===== src/rtl/pipeFlow_pkg.sv =====
// Shared definitions for the pipeline arbiter slice.
//   arb_state_e : arbiter FSM states (ARB = searching, HOLD = stalled winner latched)
//   PIPE_DEPTH  : latency of the shared pipeline; MAX_OUT must be at least this
package pipeFlow_pkg;

    typedef enum logic {
        ARB  = 1'b0,
        HOLD = 1'b1
    } arb_state_e;

    localparam int PIPE_DEPTH = 5;

endpackage


===== src/rtl/tag_fifo.sv =====
// Tag FIFO: remembers which requester owns each beat in flight through the
// in-order pipeline. The head entry is presented combinationally so the
// return path can route a beat in the same cycle it leaves the pipeline.
// Ports:
//   clk_i, reset_ni : clock, asynchronous active-low reset
//   push, push_data : enqueue a tag (ignored when full)
//   pop             : dequeue the head tag (ignored when empty)
//   head            : tag at the head of the queue
//   full, empty     : occupancy flags
//   count           : number of tags stored, 0..DEPTH
module tag_fifo
    import pipeFlow_pkg::*;
#(
    parameter int WIDTH = 2,
    parameter int DEPTH = 8
) (
    input  logic                     clk_i,
    input  logic                     reset_ni,
    input  logic                     push,
    input  logic [WIDTH-1:0]         push_data,
    input  logic                     pop,
    output logic [WIDTH-1:0]         head,
    output logic                     full,
    output logic                     empty,
    output logic [$clog2(DEPTH):0]   count
);

    localparam int PTR_W = $clog2(DEPTH);

    logic [WIDTH-1:0] mem [DEPTH];
    logic [PTR_W-1:0] wr_ptr_reg;
    logic [PTR_W-1:0] rd_ptr_reg;
    logic [PTR_W:0]   count_reg;
    logic             do_push;
    logic             do_pop;

    assign full    = (count_reg == (PTR_W+1)'(DEPTH));
    assign empty   = (count_reg == '0);
    assign count   = count_reg;
    assign head    = mem[rd_ptr_reg];
    assign do_push = push & ~full;
    assign do_pop  = pop & ~empty;

    // Storage is never reset: stale entries are unreachable once the
    // pointers and count are cleared.
    always_ff @(posedge clk_i) begin
        if (do_push) begin
            mem[wr_ptr_reg] <= push_data;
        end
    end

    // DEPTH is a power of two, so the pointers wrap by natural overflow.
    always_ff @(posedge clk_i or negedge reset_ni) begin
        if (!reset_ni) begin
            wr_ptr_reg <= '0;
            rd_ptr_reg <= '0;
            count_reg  <= '0;
        end else begin
            if (do_push) wr_ptr_reg <= wr_ptr_reg + 1'b1;
            if (do_pop)  rd_ptr_reg <= rd_ptr_reg + 1'b1;
            case ({do_push, do_pop})
                2'b10:   count_reg <= count_reg + 1'b1;
                2'b01:   count_reg <= count_reg - 1'b1;
                default: count_reg <= count_reg;
            endcase
        end
    end

endmodule


===== src/rtl/pipe_arbiter.sv =====
// Round-robin arbiter that lets NUM_REQ requesters share one in-order
// pipeline and routes each returning beat back to the requester that issued
// it, using a FIFO of owner tags.
// Ports:
//   clk_i, reset_ni          : clock, asynchronous active-low reset
//   req_val/req_valid/req_rdy: per-requester issue interface
//   to_pipe_*                : pipeline input interface
//   from_pipe_*              : pipeline output interface
//   rsp_val/rsp_valid/rsp_rdy: return interface (shared data, one-hot valid)
//   cfg_en                   : requester enable mask
//   outstanding              : beats currently in flight
//   err_o                    : sticky flag, pipeline produced a beat with no tag
module pipe_arbiter
    import pipeFlow_pkg::*;
#(
    parameter int NUM_REQ = 4,
    parameter int DATA_W  = 5,
    parameter int MAX_OUT = 8
) (
    input  logic                             clk_i,
    input  logic                             reset_ni,
    input  logic [NUM_REQ-1:0][DATA_W-1:0]   req_val,
    input  logic [NUM_REQ-1:0]               req_valid,
    output logic [NUM_REQ-1:0]               req_rdy,
    output logic [DATA_W-1:0]                to_pipe_val,
    output logic                             to_pipe_valid,
    input  logic                             to_pipe_rdy,
    input  logic [DATA_W-1:0]                from_pipe_val,
    input  logic                             from_pipe_valid,
    output logic                             from_pipe_rdy,
    output logic [DATA_W-1:0]                rsp_val,
    output logic [NUM_REQ-1:0]               rsp_valid,
    input  logic [NUM_REQ-1:0]               rsp_rdy,
    input  logic [NUM_REQ-1:0]               cfg_en,
    output logic [$clog2(MAX_OUT):0]         outstanding,
    output logic                             err_o
);

    localparam int IDX_W = $clog2(NUM_REQ);

    arb_state_e        state_reg, state_next;
    logic [IDX_W-1:0]  rr_ptr_reg, rr_ptr_next;
    logic [IDX_W-1:0]  hold_idx_reg, hold_idx_next;
    logic [DATA_W-1:0] hold_data_reg, hold_data_next;
    logic              err_reg;

    logic [NUM_REQ-1:0] eligible;
    logic               search_hit;
    logic [IDX_W-1:0]   search_idx;
    logic               grant_any;
    logic [IDX_W-1:0]   win_idx;
    logic [DATA_W-1:0]  pipe_data;

    logic               tag_full;
    logic               tag_empty;
    logic [IDX_W-1:0]   tag_head;
    logic               push_xfer;
    logic               pop_xfer;

    assign eligible = req_valid & cfg_en;

    // First eligible requester at or after rr_ptr, wrapping modulo NUM_REQ.
    always_comb begin : rr_search
        int cand;
        search_hit = 1'b0;
        search_idx = '0;
        cand       = 0;
        for (int k = 0; k < NUM_REQ; k++) begin
            cand = int'(rr_ptr_reg) + k;
            if (cand >= NUM_REQ) cand = cand - NUM_REQ;
            if (!search_hit && eligible[IDX_W'(cand)]) begin
                search_hit = 1'b1;
                search_idx = IDX_W'(cand);
            end
        end
    end

    always_comb begin
        state_next     = state_reg;
        rr_ptr_next    = rr_ptr_reg;
        hold_idx_next  = hold_idx_reg;
        hold_data_next = hold_data_reg;
        grant_any      = 1'b0;
        win_idx        = search_idx;
        pipe_data      = req_val[search_idx];
        case (state_reg)
            ARB: begin
                // A full tag FIFO suppresses the grant entirely, so a stall
                // never starts while there is no room for its tag.
                grant_any = search_hit & ~tag_full;
                win_idx   = search_idx;
                pipe_data = req_val[search_idx];
                if (grant_any && !to_pipe_rdy) begin
                    state_next     = HOLD;
                    hold_idx_next  = search_idx;
                    hold_data_next = req_val[search_idx];
                end
            end
            HOLD: begin
                // Winner and data come from the latch, so requester-side
                // changes (valid, data, cfg_en) cannot disturb the offer.
                grant_any = ~tag_full;
                win_idx   = hold_idx_reg;
                pipe_data = hold_data_reg;
                if (grant_any && to_pipe_rdy) begin
                    state_next = ARB;
                end
            end
            default: state_next = ARB;
        endcase
        if (grant_any && to_pipe_rdy) begin
            rr_ptr_next = (win_idx == IDX_W'(NUM_REQ - 1)) ? '0 : win_idx + 1'b1;
        end
    end

    always_ff @(posedge clk_i or negedge reset_ni) begin
        if (!reset_ni) begin
            state_reg     <= ARB;
            rr_ptr_reg    <= '0;
            hold_idx_reg  <= '0;
            hold_data_reg <= '0;
        end else begin
            state_reg     <= state_next;
            rr_ptr_reg    <= rr_ptr_next;
            hold_idx_reg  <= hold_idx_next;
            hold_data_reg <= hold_data_next;
        end
    end

    // Handshake outputs are qualified with reset_ni so they read low for the
    // whole time reset is asserted, not just after the next clock edge.
    assign to_pipe_valid = grant_any & reset_ni;
    assign to_pipe_val   = pipe_data;
    assign push_xfer     = to_pipe_valid & to_pipe_rdy;

    // With no tag pending, the pipeline beat is accepted and dropped so the
    // pipeline cannot lock up; err_o records the event.
    assign from_pipe_rdy = reset_ni & (tag_empty | rsp_rdy[tag_head]);
    assign pop_xfer      = from_pipe_valid & from_pipe_rdy & ~tag_empty;
    assign rsp_val       = from_pipe_val;

    for (genvar gi = 0; gi < NUM_REQ; gi++) begin : g_port
        assign req_rdy[gi]   = reset_ni & grant_any & to_pipe_rdy
                               & (win_idx == IDX_W'(gi));
        assign rsp_valid[gi] = reset_ni & from_pipe_valid & ~tag_empty
                               & (tag_head == IDX_W'(gi));
    end

    always_ff @(posedge clk_i or negedge reset_ni) begin
        if (!reset_ni) begin
            err_reg <= 1'b0;
        end else if (from_pipe_valid && tag_empty) begin
            err_reg <= 1'b1;
        end
    end

    assign err_o = err_reg;

    tag_fifo #(
        .WIDTH (IDX_W),
        .DEPTH (MAX_OUT)
    ) u_tag_fifo (
        .clk_i     (clk_i),
        .reset_ni  (reset_ni),
        .push      (push_xfer),
        .push_data (win_idx),
        .pop       (pop_xfer),
        .head      (tag_head),
        .full      (tag_full),
        .empty     (tag_empty),
        .count     (outstanding)
    );

endmodule


===== config.mk =====
export PLATFORM = sky130hd
export DESIGN_NAME = pipe_arbiter
export DESIGN_NICKNAME = d
export VERILOG_FILES = /design/src/rtl/pipeFlow_pkg.sv /design/src/rtl/tag_fifo.sv /design/src/rtl/pipe_arbiter.sv
export SDC_FILE = /design/constraint.sdc
export NUM_CORES = 1
export LEC_CHECK = 0
export ABC_AREA = 0
export CELL_PAD_IN_SITES_DETAIL_PLACEMENT = 2
export CELL_PAD_IN_SITES_GLOBAL_PLACEMENT = 2
export CORE_ASPECT_RATIO = 0.9
export CORE_MARGIN = 2
export CORE_UTILIZATION = 40
export CTS_BUF_LIST = sky130_fd_sc_hd__clkbuf_16
export DETAILED_ROUTE_END_ITERATION = 16
export DONT_BUFFER_PORTS = 1
export PLACE_DENSITY_LB_ADDON = 0.1
export SYNTH_ARGS = -nofsm -noshare
export SYNTH_HDL_FRONTEND = slang
export SYNTH_SLANG_ARGS = --single-unit

===== constraint.sdc =====
create_clock -name clk_i -period 4.8 [get_ports clk_i]
set_input_delay 1.44 -clock clk_i [delete_from_list [all_inputs] [get_ports clk_i]]
set_output_delay 1.44 -clock clk_i [all_outputs]
set_load 0.1 [all_outputs]

== Yosys cells after proc, flatten, opt, wreduce, memory -nomap -nowiden ==
Memory sizes are Yosys's and may differ from the RTL's.
Cells that the tools add are included.

* Memory bits (read-only): 0
* Input bits: 41
* Bits in latches: 0
* Word-level logic and storage cells: 117
* Bits in registers: 21
* Memories: 1
* Bits in writable memories: 16

{| class="wikitable"
|+ Memory list
! name !! depth !! width !! rd ports !! clocked after Yosys merged registers in !! write ports !! line !! source
|-
| u_tag_fifo.mem || 8 || 2 || 1 || 0 || 1 || tag_fifo.sv:30 || <nowiki>logic [WIDTH-1:0] mem [DEPTH];</nowiki>
|}

* Add/subtract/negate cells: 12
* Bitwise operators: 23
* Shift operators: 0
* Eq/ne operators: 9
* Reduce and logical (&&, ||, !) cells: 16
* Div/mod/pow operators: 0
* Magnitude comparators: 10
* Multipliers: 0
* Mux-type cells: 38

{| class="wikitable"
|+ Operator list
! cell !! number
|-
| 1-bit AND || 18
|-
| 2-bit two-way mux || 9
|-
| 1-bit two-way mux || 17
|-
| 2-bit by 4-bit < comparator with 1-bit output, second input constant || 4
|-
| 1-bit binary-select mux with 2-bit select || 5
|-
| 5-bit binary-select mux with 2-bit select || 1
|-
| 2-bit equality test, second input constant || 5
|-
| 5-bit case mux with 2 select lines || 1
|-
| 3-bit greater-or-equal comparator, second input constant || 3
|-
| 4-bit case mux with 2 select lines || 1
|-
| 2-bit by 1-bit subtractor with 2-bit output, second input constant || 4
|-
| 1-bit logical AND || 7
|-
| 2-bit by 2-bit adder with 3-bit output, second input constant || 2
|-
| 3-bit by 1-bit adder with 3-bit output, second input constant || 2
|-
| 2-bit by 1-bit equality test with 1-bit output, second input constant || 3
|-
| 2-bit by 3-bit < comparator with 1-bit output, second input constant || 2
|-
| 5-bit two-way mux || 1
|-
| 4-bit by 1-bit adder with 4-bit output, second input constant || 1
|-
| 4-bit AND || 1
|-
| 4-bit equality test, second input constant || 1
|-
| 1-bit zero test || 4
|-
| 2-bit zero test || 2
|-
| 4-bit zero test || 1
|-
| 1-bit case mux with 2 select lines || 2
|-
| 9 further kinds || 11
|}

== Depth between registers and ports, before layout ==
Gate-level depths: netlist of the first run.

* Depth after elaboration: 22
* Gate-level depth with buffers: 13

== Cells and area by module ==
Synthesis of the first run repeated with hierarchy kept, for this count alone.

* Cells, all modules: 196
* Area total of the unflattened synthesis: 2,250.9 um^2

{| class="wikitable"
|+ By module, submodules not included
! module !! sequential area each (um^2) !! cells an instance !! area an instance (um^2) !! times used
|-
| tag_fifo || 730.7 || 90 || 1,260.0 || 1
|-
| pipe_arbiter || 275.3 || 106 || 991.0 || 1
|}

== Worst setup path before layout of the first run ==
Ideal clock, no wire load.

* Path type: input port to output port
* Start: input req_valid[3]
* End: output req_rdy[1]
* Buffers on the path: 0
* Cell stages on the path: 7
* Slack: -0.297 ns
* Arrival time: 3.657 ns
* Data required time: 3.360 ns
* Path through: nand2_1 o21bai_1 a221oi_2 mux2i_1 inv_1 ha_1 and3_1

{| class="wikitable"
|+ RTL lines
! element !! line !! source
|-
| start, declared || pipe_arbiter.sv:23 || <nowiki>input logic [NUM_REQ-1:0] req_valid,</nowiki>
|-
| 4-bit AND * || pipe_arbiter.sv:60 || <nowiki>assign eligible = req_valid & cfg_en;</nowiki>
|-
| 1-bit binary-select mux with 2-bit select || pipe_arbiter.sv:71 || <nowiki>if (!search_hit && eligible[IDX_W'(cand)]) begin</nowiki>
|-
| 1-bit two-way mux (not written as such) (2 in a row) || pipe_arbiter.sv:71 ||
|-
| 1-bit two-way mux || pipe_arbiter.sv:71 ||
|-
| 1-bit zero test || pipe_arbiter.sv:71 ||
|-
| 1-bit logical AND || pipe_arbiter.sv:71 ||
|-
| 1-bit two-way mux || pipe_arbiter.sv:71 ||
|-
| 1-bit zero test || pipe_arbiter.sv:71 ||
|-
| 1-bit logical AND || pipe_arbiter.sv:71 ||
|-
| 1-bit two-way mux || pipe_arbiter.sv:71 ||
|-
| 1-bit zero test || pipe_arbiter.sv:71 ||
|-
| 1-bit logical AND || pipe_arbiter.sv:71 ||
|-
| 2-bit two-way mux * || pipe_arbiter.sv:71 ||
|-
| 2-bit case mux with 2 select lines * || pipe_arbiter.sv:86 || <nowiki>case (state_reg)</nowiki>
|-
| via u_tag_fifo.push_data[0] || tag_fifo.sv:20 || <nowiki>input logic [WIDTH-1:0] push_data,</nowiki>
|-
| 2-bit by 1-bit equality test with 1-bit output * || pipe_arbiter.sv:144 || <nowiki>& (win_idx == IDX_W'(gi));</nowiki>
|-
| 1-bit AND * || pipe_arbiter.sv:144 ||
|-
| end, declared || pipe_arbiter.sv:24 || <nowiki>output logic [NUM_REQ-1:0] req_rdy,</nowiki>
|}

The timed path passes the listed nets; every way through them passes the cells marked *. The select of a mux whose other input is x is not followed.

== Final worst setup path of the first run ==
* Start: input req_valid[3]
* End: output to_pipe_val[0]

* Cells in the longest elaborated chain, start to end: 17

{| class="wikitable"
|+ RTL lines
! element !! line !! source
|-
| 4-bit AND * || pipe_arbiter.sv:60 ||
|-
| 1-bit binary-select mux with 2-bit select || pipe_arbiter.sv:71 ||
|-
| 1-bit two-way mux (not written as such) (2 in a row) || pipe_arbiter.sv:71 ||
|-
| 1-bit two-way mux || pipe_arbiter.sv:71 ||
|-
| 1-bit zero test || pipe_arbiter.sv:71 ||
|-
| 1-bit logical AND || pipe_arbiter.sv:71 ||
|-
| 1-bit two-way mux || pipe_arbiter.sv:71 ||
|-
| 1-bit zero test || pipe_arbiter.sv:71 ||
|-
| 1-bit logical AND || pipe_arbiter.sv:71 ||
|-
| 1-bit two-way mux || pipe_arbiter.sv:71 ||
|-
| 1-bit zero test || pipe_arbiter.sv:71 ||
|-
| 1-bit logical AND || pipe_arbiter.sv:71 ||
|-
| 2-bit two-way mux * || pipe_arbiter.sv:71 ||
|-
| 5-bit binary-select mux with 2-bit select * || pipe_arbiter.sv:92 || <nowiki>pipe_data = req_val[search_idx];</nowiki>
|-
| 5-bit two-way mux (not written as such) * || pipe_arbiter.sv:92 ||
|-
| 5-bit case mux with 2 select lines * || pipe_arbiter.sv:86 ||
|-
| end, declared || pipe_arbiter.sv:25 || <nowiki>output logic [DATA_W-1:0] to_pipe_val,</nowiki>
|}

Mark *: on every way between the ends. The rest lies on a longest branch, timed or not. The select of a mux whose other input is x is not followed.

==> results by group, run 1 <==
Timing
  • # setup viols final: 0
  • Final critical-path required period: 4690 ps
  • Slew margin rel.: 0.407
  • Fmax achieved: 213 MHz
  • Period utilization: 0.976
  • Slew Limit Fails: 0
  • Final Hold Fails: 0
  • Worst slew pin tran: a little under 900 ps
  • Minimum hold slack: roughly 510 ps
  • Clock skew: approximately 4.3 ps

Cells and area
  • Max reg flops: 16
  • # fillers: 513
  • Area grow syn2layout: 16.3%
  • Multi-input logic area: around 0.0011 sq mm
  • Final-stage net count: 228
  • Diode count: 0
  • Post-layout util: 0.475
  • Share of layout cells above drive strength 1: 0.303
  • Sequential standard cell area: 0.00101 sq mm

Routing
  • Post-Route WL: 5310 um
  • WL/cell: roughly 22 um
  • Final ANT Viol Nets: 0
  • Via/cell ratio: 5.68
  • Via Count: 1392
  • # DRC: 0
  • Pre-Repair DR Iteration Count: 3
  • Drt initial violations: 56

Synthesis
  • Yosys warns: 0
  • Ys flop type: dfrtp_1
  • Async S/R FF share, synth: 0.568
  • Sequential area share after synthesis: 0.474
  • Post-synth EDFFs: 16
  • Top cells by area, synth: dfrtp_1, edfxtp_1, mux2_2
  • Mapped Nets: roughly 220
  • Syn Area/Cell: roughly 13 sq um
  • Post-synth design cell area: 0.00212 sq mm
  • Yosys top cell by area: dfrtp_1
  • Synth cell types: 38
  • Synth top area share: 0.248
  • Most common cell in the netlist: dfrtp_1
  • Post-synth top cells: dfrtp_1, edfxtp_1, mux2_2
  • Synthesized instance count: ~160
  • Synth Register Bits: 37

Pwr
  • Net Switching: a little over 900 uW
  • Total internal power: 950 uW
  • Net Sw Frac: 0.496
  • Sequential Power Share: 0.304
  • Power Density: about 760 mW/mm^2
  • Clock Power Share: 0.166
  • Leakage power: 1.02 nW
  • Comb power frac: 0.530
  • VDD IR-drop max: 0.360 mV

Clock tree
  • CTS tree: done
  • # clock sinks: 37
  • Root Buffer: clkbuf_16
  • CTS Hold Bufs: 0
  • Worst-path clk slew: 60 ps
  • Post-CTS Setup Repair Bufs: 0
  • CTS max path bufs: 2
  • Num CTS Buffers: 5
  • CTS H-tree depth: 2
  • Worst-Skew Late Latency: between 200 and 300 ps
  • Post-CTS sizing: 0

GRT
  • Total grt overflow: 0
  • Vias in the first global route: 1587
  • First-pass GRT wire length: 8510 um
  • Largest net degree at the start of global routing: 32
  • GRT Util Overall: 0.197
  • Initial antenna violation count: 0

Place
  • Input/output buffers: 0
  • Post-DP HPWL: 3890 um
  • Final GP Congestion: 0.793

Critical path
  • Peak fanout along the critical path: 6
  • Arrival @ worst endpoint: 3250 ps
  • Critical path required time: around 3400 ps
  • Setup CP Type: input port to output pin
  • Kind of end point of the critical path: output pin
  • Startpoint type of the worst setup path: input port

Hold path
  • HP Class: flop to flop

Floorplan
  • Die area: 0.00590 sq mm
  • Rows: 25
  • Core Region: 0.00519 sq mm
  • Initial Util: 0.409
  • Die height: 73.1 um
  • IO Pins: 66
  • Chip Width: 80.8 um

Job
  • Max-cap violations: 0

Outcome
  • Status: complete, no violations
[area by class of cell]
cell class                      count  share of cell area
Timing Repair Buffer               15              0.0659
Clock inverter                      3             0.00507
Multi-Input combinational cell    112               0.427
Clock buffer                        5              0.0507
Inverter                            6             0.00913
Tap cell                           67              0.0340
Sequential cell                    37               0.408
[critical path, stage by stage]
cell and delay, ps:
nand2_1 80, o21bai_1 210, a221oi_4 320, buf_12 160
mux4_2 530, mux2_2 500
[logic make-up after synthesis]
kind of cell / after synthesis / synth area share
AND/OR/NAND/NOR: 44 / 0.103
flip-flops: 37 / 0.474
multiplexers: 31 / 0.222
AO/OA/AOI/OAI: 19 / 0.0672
buffers and inverters: 15 / 0.0389
adder cells (fa/ha/maj): 10 / 0.0625
XOR/XNOR: 8 / 0.0330
[power by group through the flow]
stage               logic [mW]  registers, mW  clock network, mW
global placement         0.945          0.565                  0
global route              1.07          0.595              0.334
detailed placement       0.989          0.578                  0
floorplan                0.743          0.646                  0
finish                   0.999          0.574              0.313
CTS                       1.00          0.576              0.319
[worst paths after layout]
path | start | end | slack, ps | cells past startpoint
worst min register to register | hold_data_reg[0] | hold_data_reg[0] | 510 | 1
worst min-delay path | hold_data_reg[0] | hold_data_reg[0] | 510 | 1
max in group asynchronous | reset_ni | hold_idx_reg[1] | 3870 | 0
worst max-delay path | req_valid[3] | to_pipe_val[0] | 110 | 6
worst max register to register | u_tag_fifo.rd_ptr_reg[0] | u_tag_fifo.count[3] | 1150 | 12
min in group asynchronous | reset_ni | hold_data_reg[0] | 850 | 0
[per-stage QoR]
stage	std cells	setup WS [ps]	power [mW]	TNS (ps)	area, sq um
global placement	236	68.2	1.51	0	2310
global route	245	-9.43	1.99	-9.43	2470
detailed placement	236	3.33	1.57	0	2310
CTS	244	4.38	1.90	0	2450
finish	245	114	1.89	0	2470
floorplan	164	30.3	1.39	0	2140
[per-layer routing]
layer / routed length [um] / vias to the layer above / track usage
li1: - / 632 / -
met2: 2780 / 30 / 0.343
met3: 172 / 9 / 0.0371
met1: 2280 / 721 / 0.247
met4: 76 / 0 / 0.0640
met5: 0 / - / 0
[cells in the final DEF, fill, tap and decap left out, drive strengths merged, types with 5 or more instances in the layout]
| master | synthesis | layout |
|---|---|---|
| clkbuf | 3 | 5 |
| dfrtp | 21 | 21 |
| inv | 6 | 6 |
| mux4 | 9 | 9 |
| nor2 | 9 | 9 |
| edfxtp | 16 | 16 |
| ha | 9 | 9 |
| nor3 | 5 | 5 |
| and3 | 6 | 6 |
| nand2 | 11 | 11 |
| nand3 | 5 | 5 |
| mux2 | 20 | 20 |
| xnor2 | 6 | 6 |
| buf | 6 | 15 |
| a21oi | 5 | 5 |
No activity file was read; power rests on OpenSTA's default activity.
==> inputs of run 2 (changes only) <==
--- a/config.mk
+++ b/config.mk
@@ -12,6 +12,7 @@
 export CORE_MARGIN = 2
 export CORE_UTILIZATION = 40
 export CTS_BUF_LIST = sky130_fd_sc_hd__clkbuf_16
+export CTS_CLUSTER_SIZE = 10
 export DETAILED_ROUTE_END_ITERATION = 16
 export DONT_BUFFER_PORTS = 1
 export PLACE_DENSITY_LB_ADDON = 0.1
==> results of run 2 <==
No change in the layout: final DEF, timing and power equal those of run 1.
==> inputs of run 3 (changes only) <==
--- a/config.mk
+++ b/config.mk
@@ -16,6 +16,7 @@
 export DETAILED_ROUTE_END_ITERATION = 16
 export DONT_BUFFER_PORTS = 1
 export PLACE_DENSITY_LB_ADDON = 0.1
+export SKIP_CTS_REPAIR_TIMING = 1
 export SYNTH_ARGS = -nofsm -noshare
 export SYNTH_HDL_FRONTEND = slang
 export SYNTH_SLANG_ARGS = --single-unit
==> results of run 3 <==
No change in the layout: final DEF, timing and power equal those of run 1.
